===== config.mk =====
export PLATFORM = sky130hd
export DESIGN_NAME = udt_tx_scheduler
export DESIGN_NICKNAME = d
export VERILOG_FILES = /design/src/rtl/udt_tx_scheduler.sv
export SDC_FILE = /design/constraint.sdc
export NUM_CORES = 1
export LEC_CHECK = 0
export CAP_MARGIN = 10
export CELL_PAD_IN_SITES_DETAIL_PLACEMENT = 1
export CELL_PAD_IN_SITES_GLOBAL_PLACEMENT = 2
export CORE_ASPECT_RATIO = 1.2
export CORE_MARGIN = 1.5
export CORE_UTILIZATION = 18
export CTS_CLUSTER_DIAMETER = 40
export DETAILED_ROUTE_END_ITERATION = 8
export GPL_TIMING_DRIVEN = 0
export PLACE_DENSITY = 0.84
export SLEW_MARGIN = 20
export SYNTH_ARGS = -nofsm -noshare
export SYNTH_HDL_FRONTEND = slang
export SYNTH_SLANG_ARGS = --single-unit
export TNS_END_PERCENT = 10

===== constraint.sdc =====
create_clock -name core_clk -period 2.29 [get_ports core_clk]
set_input_delay 0.458 -clock core_clk [delete_from_list [all_inputs] [get_ports core_clk]]
set_output_delay 0.458 -clock core_clk [all_outputs]
set_load 0.1 [all_outputs]

===== src/rtl/udt_tx_scheduler.sv =====
// -----------------------------------------------------------------------------
// udt_tx_scheduler
//   Transmit-side packet scheduler for the UDT core. Merges the control packet
//   stream (Handshake/Keep-alive/ACK/ACK2/NAK/CLOSE, already encoded) and the
//   data packet stream into the single UDP transmit stream.
//
//   - Whole packets are granted; an IDLE cycle between packets does the
//     arbitration and registers the decision.
//   - Control has priority, but after MAX_CTRL_BURST consecutive control
//     packets granted while data was eligible, a waiting data packet wins.
//     MAX_CTRL_BURST = 0 means strict control priority.
//   - Data packets are paced: at each data tlast handshake the gap counter
//     loads snd_period and counts down; data is eligible only at gap 0.
//
// Ports
//   core_clk, core_rst_n     clock, synchronous active-low reset
//   ctrl_t*                  control packet source (AXI-Stream slave)
//   data_t*                  data packet source (AXI-Stream slave)
//   out_t*                   merged stream (AXI-Stream master), zero-latency
//                            pass-through of the granted source
//   snd_period               data inter-packet gap in cycles
//   busy                     a packet is currently granted
//
// Optional feature (macro UDT_TX_STATS_EN)
//   ctrl_pkt_cnt, data_pkt_cnt  completed packets per source (wrap mod 2^32)
//   gap_stall_cnt               cycles with data_tvalid while the gap runs
// -----------------------------------------------------------------------------
module udt_tx_scheduler #(
    parameter int C_S_AXI_DATA_WIDTH = 32,
    parameter int MAX_CTRL_BURST     = 4,
    parameter int GAP_W              = 32
) (
    input  logic                            core_clk,
    input  logic                            core_rst_n,
    input  logic [C_S_AXI_DATA_WIDTH-1:0]   ctrl_tdata,
    input  logic [C_S_AXI_DATA_WIDTH/8-1:0] ctrl_tkeep,
    input  logic                            ctrl_tvalid,
    input  logic                            ctrl_tlast,
    output logic                            ctrl_tready,
    input  logic [C_S_AXI_DATA_WIDTH-1:0]   data_tdata,
    input  logic [C_S_AXI_DATA_WIDTH/8-1:0] data_tkeep,
    input  logic                            data_tvalid,
    input  logic                            data_tlast,
    output logic                            data_tready,
    output logic [C_S_AXI_DATA_WIDTH-1:0]   out_tdata,
    output logic [C_S_AXI_DATA_WIDTH/8-1:0] out_tkeep,
    output logic                            out_tvalid,
    output logic                            out_tlast,
    input  logic                            out_tready,
    input  logic [GAP_W-1:0]                snd_period,
    output logic                            busy
`ifdef UDT_TX_STATS_EN
    ,
    output logic [31:0]                     ctrl_pkt_cnt,
    output logic [31:0]                     data_pkt_cnt,
    output logic [31:0]                     gap_stall_cnt
`endif
);

    localparam int BURST_W = (MAX_CTRL_BURST > 0) ? $clog2(MAX_CTRL_BURST + 1) : 1;
    localparam logic [BURST_W-1:0] BURST_MAX = BURST_W'(MAX_CTRL_BURST);
    localparam bit BURST_ON = (MAX_CTRL_BURST != 0);

    typedef enum logic [1:0] {
        S_IDLE = 2'd0,
        S_CTRL = 2'd1,
        S_DATA = 2'd2
    } state_t;

    state_t               state_q, state_d;
    logic [GAP_W-1:0]     gap_cnt_q, gap_cnt_d;
    logic [BURST_W-1:0]   burst_cnt_q, burst_cnt_d;
    logic                 elig_at_grant_q, elig_at_grant_d;
    logic                 busy_q, busy_d;

    logic                 data_elig;
    logic                 ctrl_done;
    logic                 data_done;

    // Eligibility uses the registered gap, so a gap expiring this cycle only
    // makes data eligible on the following cycle.
    assign data_elig = data_tvalid && (gap_cnt_q == '0);
    assign ctrl_done = (state_q == S_CTRL) && ctrl_tvalid && out_tready && ctrl_tlast;
    assign data_done = (state_q == S_DATA) && data_tvalid && out_tready && data_tlast;

    // Next-state logic: arbitration, pacing and starvation guard.
    always_comb begin
        state_d         = state_q;
        burst_cnt_d     = burst_cnt_q;
        elig_at_grant_d = elig_at_grant_q;

        case (state_q)
            S_IDLE: begin
                if (!data_tvalid) begin
                    burst_cnt_d = '0;
                end
                if (data_elig && BURST_ON && (burst_cnt_q == BURST_MAX)) begin
                    state_d     = S_DATA;
                    burst_cnt_d = '0;
                end else if (ctrl_tvalid) begin
                    state_d         = S_CTRL;
                    elig_at_grant_d = data_elig;
                end else if (data_elig) begin
                    state_d     = S_DATA;
                    burst_cnt_d = '0;
                end
            end
            S_CTRL: begin
                if (ctrl_done) begin
                    state_d = S_IDLE;
                    // Only control packets that actually held off an eligible
                    // data packet count towards the burst limit.
                    if (elig_at_grant_q && (burst_cnt_q != BURST_MAX)) begin
                        burst_cnt_d = burst_cnt_q + 1'b1;
                    end
                end
            end
            S_DATA: begin
                if (data_done) begin
                    state_d = S_IDLE;
                end
            end
            default: state_d = S_IDLE;
        endcase

        // The gap keeps counting in every state, including during control.
        if (data_done) begin
            gap_cnt_d = snd_period;
        end else if (gap_cnt_q != '0) begin
            gap_cnt_d = gap_cnt_q - 1'b1;
        end else begin
            gap_cnt_d = gap_cnt_q;
        end

        busy_d = (state_d != S_IDLE);
    end

    always_ff @(posedge core_clk) begin
        if (!core_rst_n) begin
            state_q         <= S_IDLE;
            gap_cnt_q       <= '0;
            burst_cnt_q     <= '0;
            elig_at_grant_q <= 1'b0;
            busy_q          <= 1'b0;
        end else begin
            state_q         <= state_d;
            gap_cnt_q       <= gap_cnt_d;
            burst_cnt_q     <= burst_cnt_d;
            elig_at_grant_q <= elig_at_grant_d;
            busy_q          <= busy_d;
        end
    end

    // Pass-through of the granted source; everything is quiet in IDLE.
    always_comb begin
        out_tdata   = '0;
        out_tkeep   = '0;
        out_tvalid  = 1'b0;
        out_tlast   = 1'b0;
        ctrl_tready = 1'b0;
        data_tready = 1'b0;
        case (state_q)
            S_CTRL: begin
                out_tdata   = ctrl_tdata;
                out_tkeep   = ctrl_tkeep;
                out_tvalid  = ctrl_tvalid;
                out_tlast   = ctrl_tlast;
                ctrl_tready = out_tready;
            end
            S_DATA: begin
                out_tdata   = data_tdata;
                out_tkeep   = data_tkeep;
                out_tvalid  = data_tvalid;
                out_tlast   = data_tlast;
                data_tready = out_tready;
            end
            default: ;
        endcase
    end

    assign busy = busy_q;

`ifdef UDT_TX_STATS_EN
    logic [31:0] ctrl_pkt_cnt_q, ctrl_pkt_cnt_d;
    logic [31:0] data_pkt_cnt_q, data_pkt_cnt_d;
    logic [31:0] gap_stall_cnt_q, gap_stall_cnt_d;

    always_comb begin
        ctrl_pkt_cnt_d  = ctrl_pkt_cnt_q;
        data_pkt_cnt_d  = data_pkt_cnt_q;
        gap_stall_cnt_d = gap_stall_cnt_q;
        if (ctrl_done) begin
            ctrl_pkt_cnt_d = ctrl_pkt_cnt_q + 32'd1;
        end
        if (data_done) begin
            data_pkt_cnt_d = data_pkt_cnt_q + 32'd1;
        end
        if (data_tvalid && (gap_cnt_q != '0)) begin
            gap_stall_cnt_d = gap_stall_cnt_q + 32'd1;
        end
    end

    always_ff @(posedge core_clk) begin
        if (!core_rst_n) begin
            ctrl_pkt_cnt_q  <= '0;
            data_pkt_cnt_q  <= '0;
            gap_stall_cnt_q <= '0;
        end else begin
            ctrl_pkt_cnt_q  <= ctrl_pkt_cnt_d;
            data_pkt_cnt_q  <= data_pkt_cnt_d;
            gap_stall_cnt_q <= gap_stall_cnt_d;
        end
    end

    assign ctrl_pkt_cnt  = ctrl_pkt_cnt_q;
    assign data_pkt_cnt  = data_pkt_cnt_q;
    assign gap_stall_cnt = gap_stall_cnt_q;
`endif

endmodule

-- After elaboration in Yosys (flattened, before gate mapping)
Cells that the tools add are included.
- bits in registers: 39
- input bits: 111
- output and inout port bits: 41
- logic and storage cells: 52
- $add $sub $neg: 2
- eq/ne operators: 6
- mux-type cells: 21
- bitwise operators: 1
- reductions and logical operators: 17
- operator list (operator ; number):
    32-bit two-way mux ; 2
    32-bit one-hot mux with 2 select lines ; 1
    32-bit logical NOT ; 1
    32-bit nonzero test ; 1
    32-bit by 1-bit subtractor with 32-bit output, second input constant ; 1
    3-bit two-way mux ; 6
    2-bit two-way mux ; 5
    1-bit logical AND ; 9
    4-bit one-hot mux with 2 select lines ; 1
    2-bit one-hot mux with 3 select lines ; 1
    3-bit one-hot mux with 2 select lines ; 1
    3-bit AND reduction ; 2
    2-bit nonzero test ; 3
    1-bit one-hot mux with 2 select lines ; 2
    3-bit by 1-bit adder with 3-bit output, second input constant ; 1
    3-bit == test, second input constant ; 1
    3-bit != test, second input constant ; 1
    2-bit by 1-bit == test with 1-bit output, second input constant ; 1
    2-bit == test, second input constant ; 1
    2-bit logical NOT ; 1
    1-bit two-way mux ; 2
    2-bit by 1-bit != test with 1-bit output, second input constant ; 1
    2-bit != test, second input constant ; 1
    1-bit inverter ; 1

-- Longest topological paths before layout
- depth after elaboration: 7
- depth in mapped cells: 9
- mapped depth without buffers: 8

-- Worst setup path before layout
No wires, ideal clock.
- kind: register to output
- from: reg state_q[0]
- to: out out_tdata[18]
- arrival: 2.748 ns
- required time: 1.832 ns
- slack: -0.916 ns
- stages on the path, launching flop included: 7
- path buffers: 3
- cells stage by stage: dfxtp_1 ha_1 clkbuf_1 clkbuf_1 buf_1 a22oi_1 nor2b_1
- word-level cells in the longest chain between the ends: 2
- elaborated cells on any way between the ends: 3
- classes of those cells: eq/ne: 2; mux: 1
- RTL lines (item ; line ; RTL):
    from (decl) ; 70 ; state_t state_q, state_d;
    from (signal assigned) ; 146 ; state_q <= state_d;
    2-bit == test / 2-bit by 1-bit == test with 1-bit output (equally long branches) ; 162 ; case (state_q)
    32-bit one-hot mux with 2 select lines * ; 162 ;
    to (decl) ; 45 ; output logic [C_S_AXI_DATA_WIDTH-1:0] out_tdata,
Every way passes the cells marked *; elsewhere a longest branch is shown, timed or not.

-- Worst setup path after layout
- from: reg state_q[0]
- to: out out_tvalid
- word-level cells in the longest chain between the ends: 2
- elaborated cells on any way between the ends: 3
- classes of those cells: eq/ne: 2; mux: 1
- RTL lines (item ; line ; RTL):
    2-bit == test / 2-bit by 1-bit == test with 1-bit output (equally long branches) ; 162 ;
    1-bit one-hot mux with 2 select lines * ; 162 ;
    to (decl) ; 47 ; output logic out_tvalid,
Marked as above.

==> summary.md <==
| Metric | Value |
|---|---|
| Critical path peak fanout | `10` |
| Post-route cell area | `5251 µm²` |
| CP Launch Type | `flip-flop` |
| Yosys warnings | `0` |
| Crit path time final | `around 2.3 ns` |
| Top post-synthesis cells by area | `dfxtp_1 28%, a22oi_1 10%, nor2b_1 8.5%` |
| Area of the multi-input gates | `between 2000 and 2500 µm²` |
| Primary FF master, synth | `dfxtp_1` |
| Crit-path slowest cell | `dfxtp_4` |
| Asr flop ratio synth | `0%` |
| Number of enable flip-flop cells after synthesis | `0` |
| Yosys top cell area share | `27.94%` |
| CP Capture Type | `output port` |
| Clock Latency Late Sink | `around 0.28 ns` |
| GPL Wtd Cong | `about 0.83` |
| Worst R2R Start | `gap_cnt_q[9]$_SDFFE_PN0P_` |
| DR DRC count | `0` |
| CTS root buffer | `clkbuf_16` |
| Layout Nets | `between 600 and 700` |
| Final setup violating endpoints | `0` |
| Slew @ Worst Pin | `a little under 1 ns` |
| Routed length on met2 | `approximately 6500 µm` |
| Kind of critical path | `reg -> out` |
| Layout cells sized above 1 | `around a quarter` |
| Synth cell types | `45` |
| Dpl cell area | `between 4000 and 5000 µm²` |
| # IOs | `~150` |
| Fill count | `1800` |
| Synth Area per Inst | `approximately 7.8 µm²` |
| Hold Vio Cnt, Final | `0` |
| Largest net degree at the start of global routing | `12` |
| Total routed wirelength | `approximately 12000 µm` |
| Maximum VDD drop | `~0.00043 V` |
| Crit path DAT | `roughly 1.8 ns` |
| Setup_tns | `0 ns` |
| Pwr Density | `between 1000 and 1500 nW/µm²` |
| DIE AREA | `around 16000 µm²` |
| Final period util | `just under 100%` |
| Port buffer count | `150` |
| Highest Clock Rate | `440.2 MHz` |
| Max Cap Viol | `0` |
| Max Used Layer | `met4` |
| CP cell instances | `inv_1 > ha_2 > clkbuf_8 > buf_6 > a22oi_1 > nor2b_2 > buf_12` |
| First-pass GRT wire length | `roughly 19000 µm` |
| CP max stage delay | `0.36 ns` |
| Sequential fraction of the synthesis area | `approximately 28%` |
| Core ar. | `15080 µm²` |
| CTS sink cnt | `39` |
| WP buf/inv | `4` |
| # rows | `between 40 and 50` |
| Crit. Startpoint | `state_q[0]$_SDFF_PN0_` |
| Min-delay worst type | `reg -> reg` |
| Leakage power | `around 1.8 nW` |
| Status | `completed` |
| Pre-antenna DRT Iters | `4` |
| Post-route ant nets | `0` |
| Critical path's top delay family | `buffers and inverters` |
| DIE WIDTH | `around 120 µm` |
| Congestion Overflow GR | `0` |
| Total track usage | `between 10% and 20%` |
| Clock transition at the registers of the reported paths | `0.06 ns` |
| Average routed wire per standard cell | `roughly 17 µm` |
| Number of global-route vias before repair | `about 3600` |
| Via Count | `3340` |
| Starting Density | `between 15 and 20%` |
| Final worst hold slack | `0.4884 ns` |
| Slew headroom | `34.26%` |
| Starting DRT DRC Count | `approximately 120` |
| Clk_skew | `approximately 0.0056 ns` |
| Commonest cells post-synth | `39 x a22oi_1, 39 x dfxtp_1, 38 x nor2b_1, 27 x a21oi_1, 27 x nor2_1` |
| CP Data Required Time | `1.83 ns` |
| Die H | `around 140 µm` |
| Final Max Tran Viols | `0` |
| H-tree depth | `2` |
| Core Util, Final | `34.82%` |
| Vias per cell | `4.607` |
| Number of diodes | `0` |
| P&R area growth vs syn | `87.95%` |
| Met3 wire length | `roughly 1200 µm` |
| CTS Buf Count | `5` |
| Syn Inst Count | `360` |
| HP Start | `burst_cnt_q[2]$_SDFFE_PN0P_` |
| CTS max path bufs | `2` |
| CTS tree | `yes` |
| Metal-1 WL | `between 4000 and 5000 µm` |
| Synth area leader | `dfxtp_1` |
| Sequential cell area | `785.8 µm²` |
| Initial antenna violation count | `0` |
| RSZ-0062 raised after global routing | `true` |
| Register bit total from synthesis | `39` |
| Mapped Area | `roughly 2800 µm²` |
| Hpwl dp | `roughly 10000 µm` |
| Syn_nets | `479` |
-- area by class of cell --
class | instances | area share [%]
repair buffers | 154 | 32.76
plain buffers | 22 | 2.907
clock buffers | 7 | 2.526
flip-flops and latches | 39 | 14.96
inverters | 9 | 0.6433
multi-input cells | 289 | 41.24
well taps | 204 | 4.861
clock inverters | 1 | 0.09531
-- worst register-to-register path, stage by stage (launching register included) --
cell and delay, ns:
dfxtp_1 0.34, or4_4 0.56, nand4b_4 0.22, nor4_4 0.40, buf_6 0.17, buf_12 0.11
nor3_1 0.05, a21oi_1 0.15, a21oi_1 0.10
-- report_power, final --
part	internal (mW)	leakage (nW)	switching (mW)
clock network	0.403	0.0679	0.273
logic	1.74	1.46	2.28
registers	0.967	0.320	0.342
-- per-layer routing --
layer,track usage [%],up-vias
met1,15.39,1563
met4,3.424,0
met3,5.531,7
li1,-,1634
met5,0,-
met2,28.04,136
-- worst paths after layout --
kind              cells after the start  slack, ns                          end
setup / recovery                      7       0.02                   out_tvalid
hold / removal                        1       0.49  burst_cnt_q[2]$_SDFFE_PN0P_
setup reg to reg                      8       0.05    gap_cnt_q[5]$_SDFFE_PN0P_
hold reg to reg                       1       0.49  burst_cnt_q[2]$_SDFFE_PN0P_
-- what timing repair did --
action	4_1_cts	5_1_grt
setup buffers	1	3
gates resized for setup	312	52
hold buffers	0	0
pin swaps	2	2
endpoints found under the setup margin	73	57
-- stage by stage --
step / total power [mW] / worst slack, ns / instances
final: 6.003 / 0.01846 / 725
after global routing: 6.436 / -0.06230 / 725
after CTS: 5.697 / -0.01211 / 722
after detailed placement: 4.878 / -1.065 / 714
after global placement: 4.772 / -1.022 / 714
after floorplan: 3.965 / -0.2561 / 360
-- registers in the layout, indices dropped and copies added, names as in the netlist --
register and count:
busy 1, state_q 2, burst_cnt_q 3, elig_at_grant_q 1, gap_cnt_q 32
-- cell families after synthesis --
family	after synthesis	synth area share, %
and+or+nand+nor	148	31.21
AOI/OAI and AO/OA	107	24.50
DFF	39	27.94
buffers and inverters	32	4.567
xor gates and xnor gates	25	7.837
adders and majority gates	8	3.583
muxes	1	0.3583
-- cell usage in the layout, fill, tap and decap left out, types with 3 or more instances in the layout --
master | netlist | routed
nor2_1 | 27 | 27
dfxtp_1 | 39 | 37
nand2_1 | 18 | 17
ha_1 | 8 | 6
nand3_1 | 8 | 8
nor4_1 | 7 | 6
xor2_1 | 4 | 4
a21oi_1 | 27 | 26
a22oi_2 | 0 | 4
clkbuf_16 | 0 | 5
nor3_2 | 3 | 7
buf_4 | 0 | 13
o21ai_0 | 21 | 21
or3_1 | 4 | 4
nor2b_4 | 0 | 16
buf_8 | 0 | 6
or4_1 | 3 | 3
buf_6 | 1 | 13
a22oi_1 | 39 | 35
nor3_1 | 18 | 14
xnor2_1 | 21 | 21
a211oi_1 | 12 | 12
clkdlybuf4s50_1 | 0 | 110
inv_1 | 8 | 8
clkbuf_1 | 18 | 8
nand4_1 | 4 | 4
clkbuf_2 | 0 | 6
nor2b_2 | 0 | 22
buf_12 | 0 | 17
No activity file was read; power rests on OpenSTA's default activity.
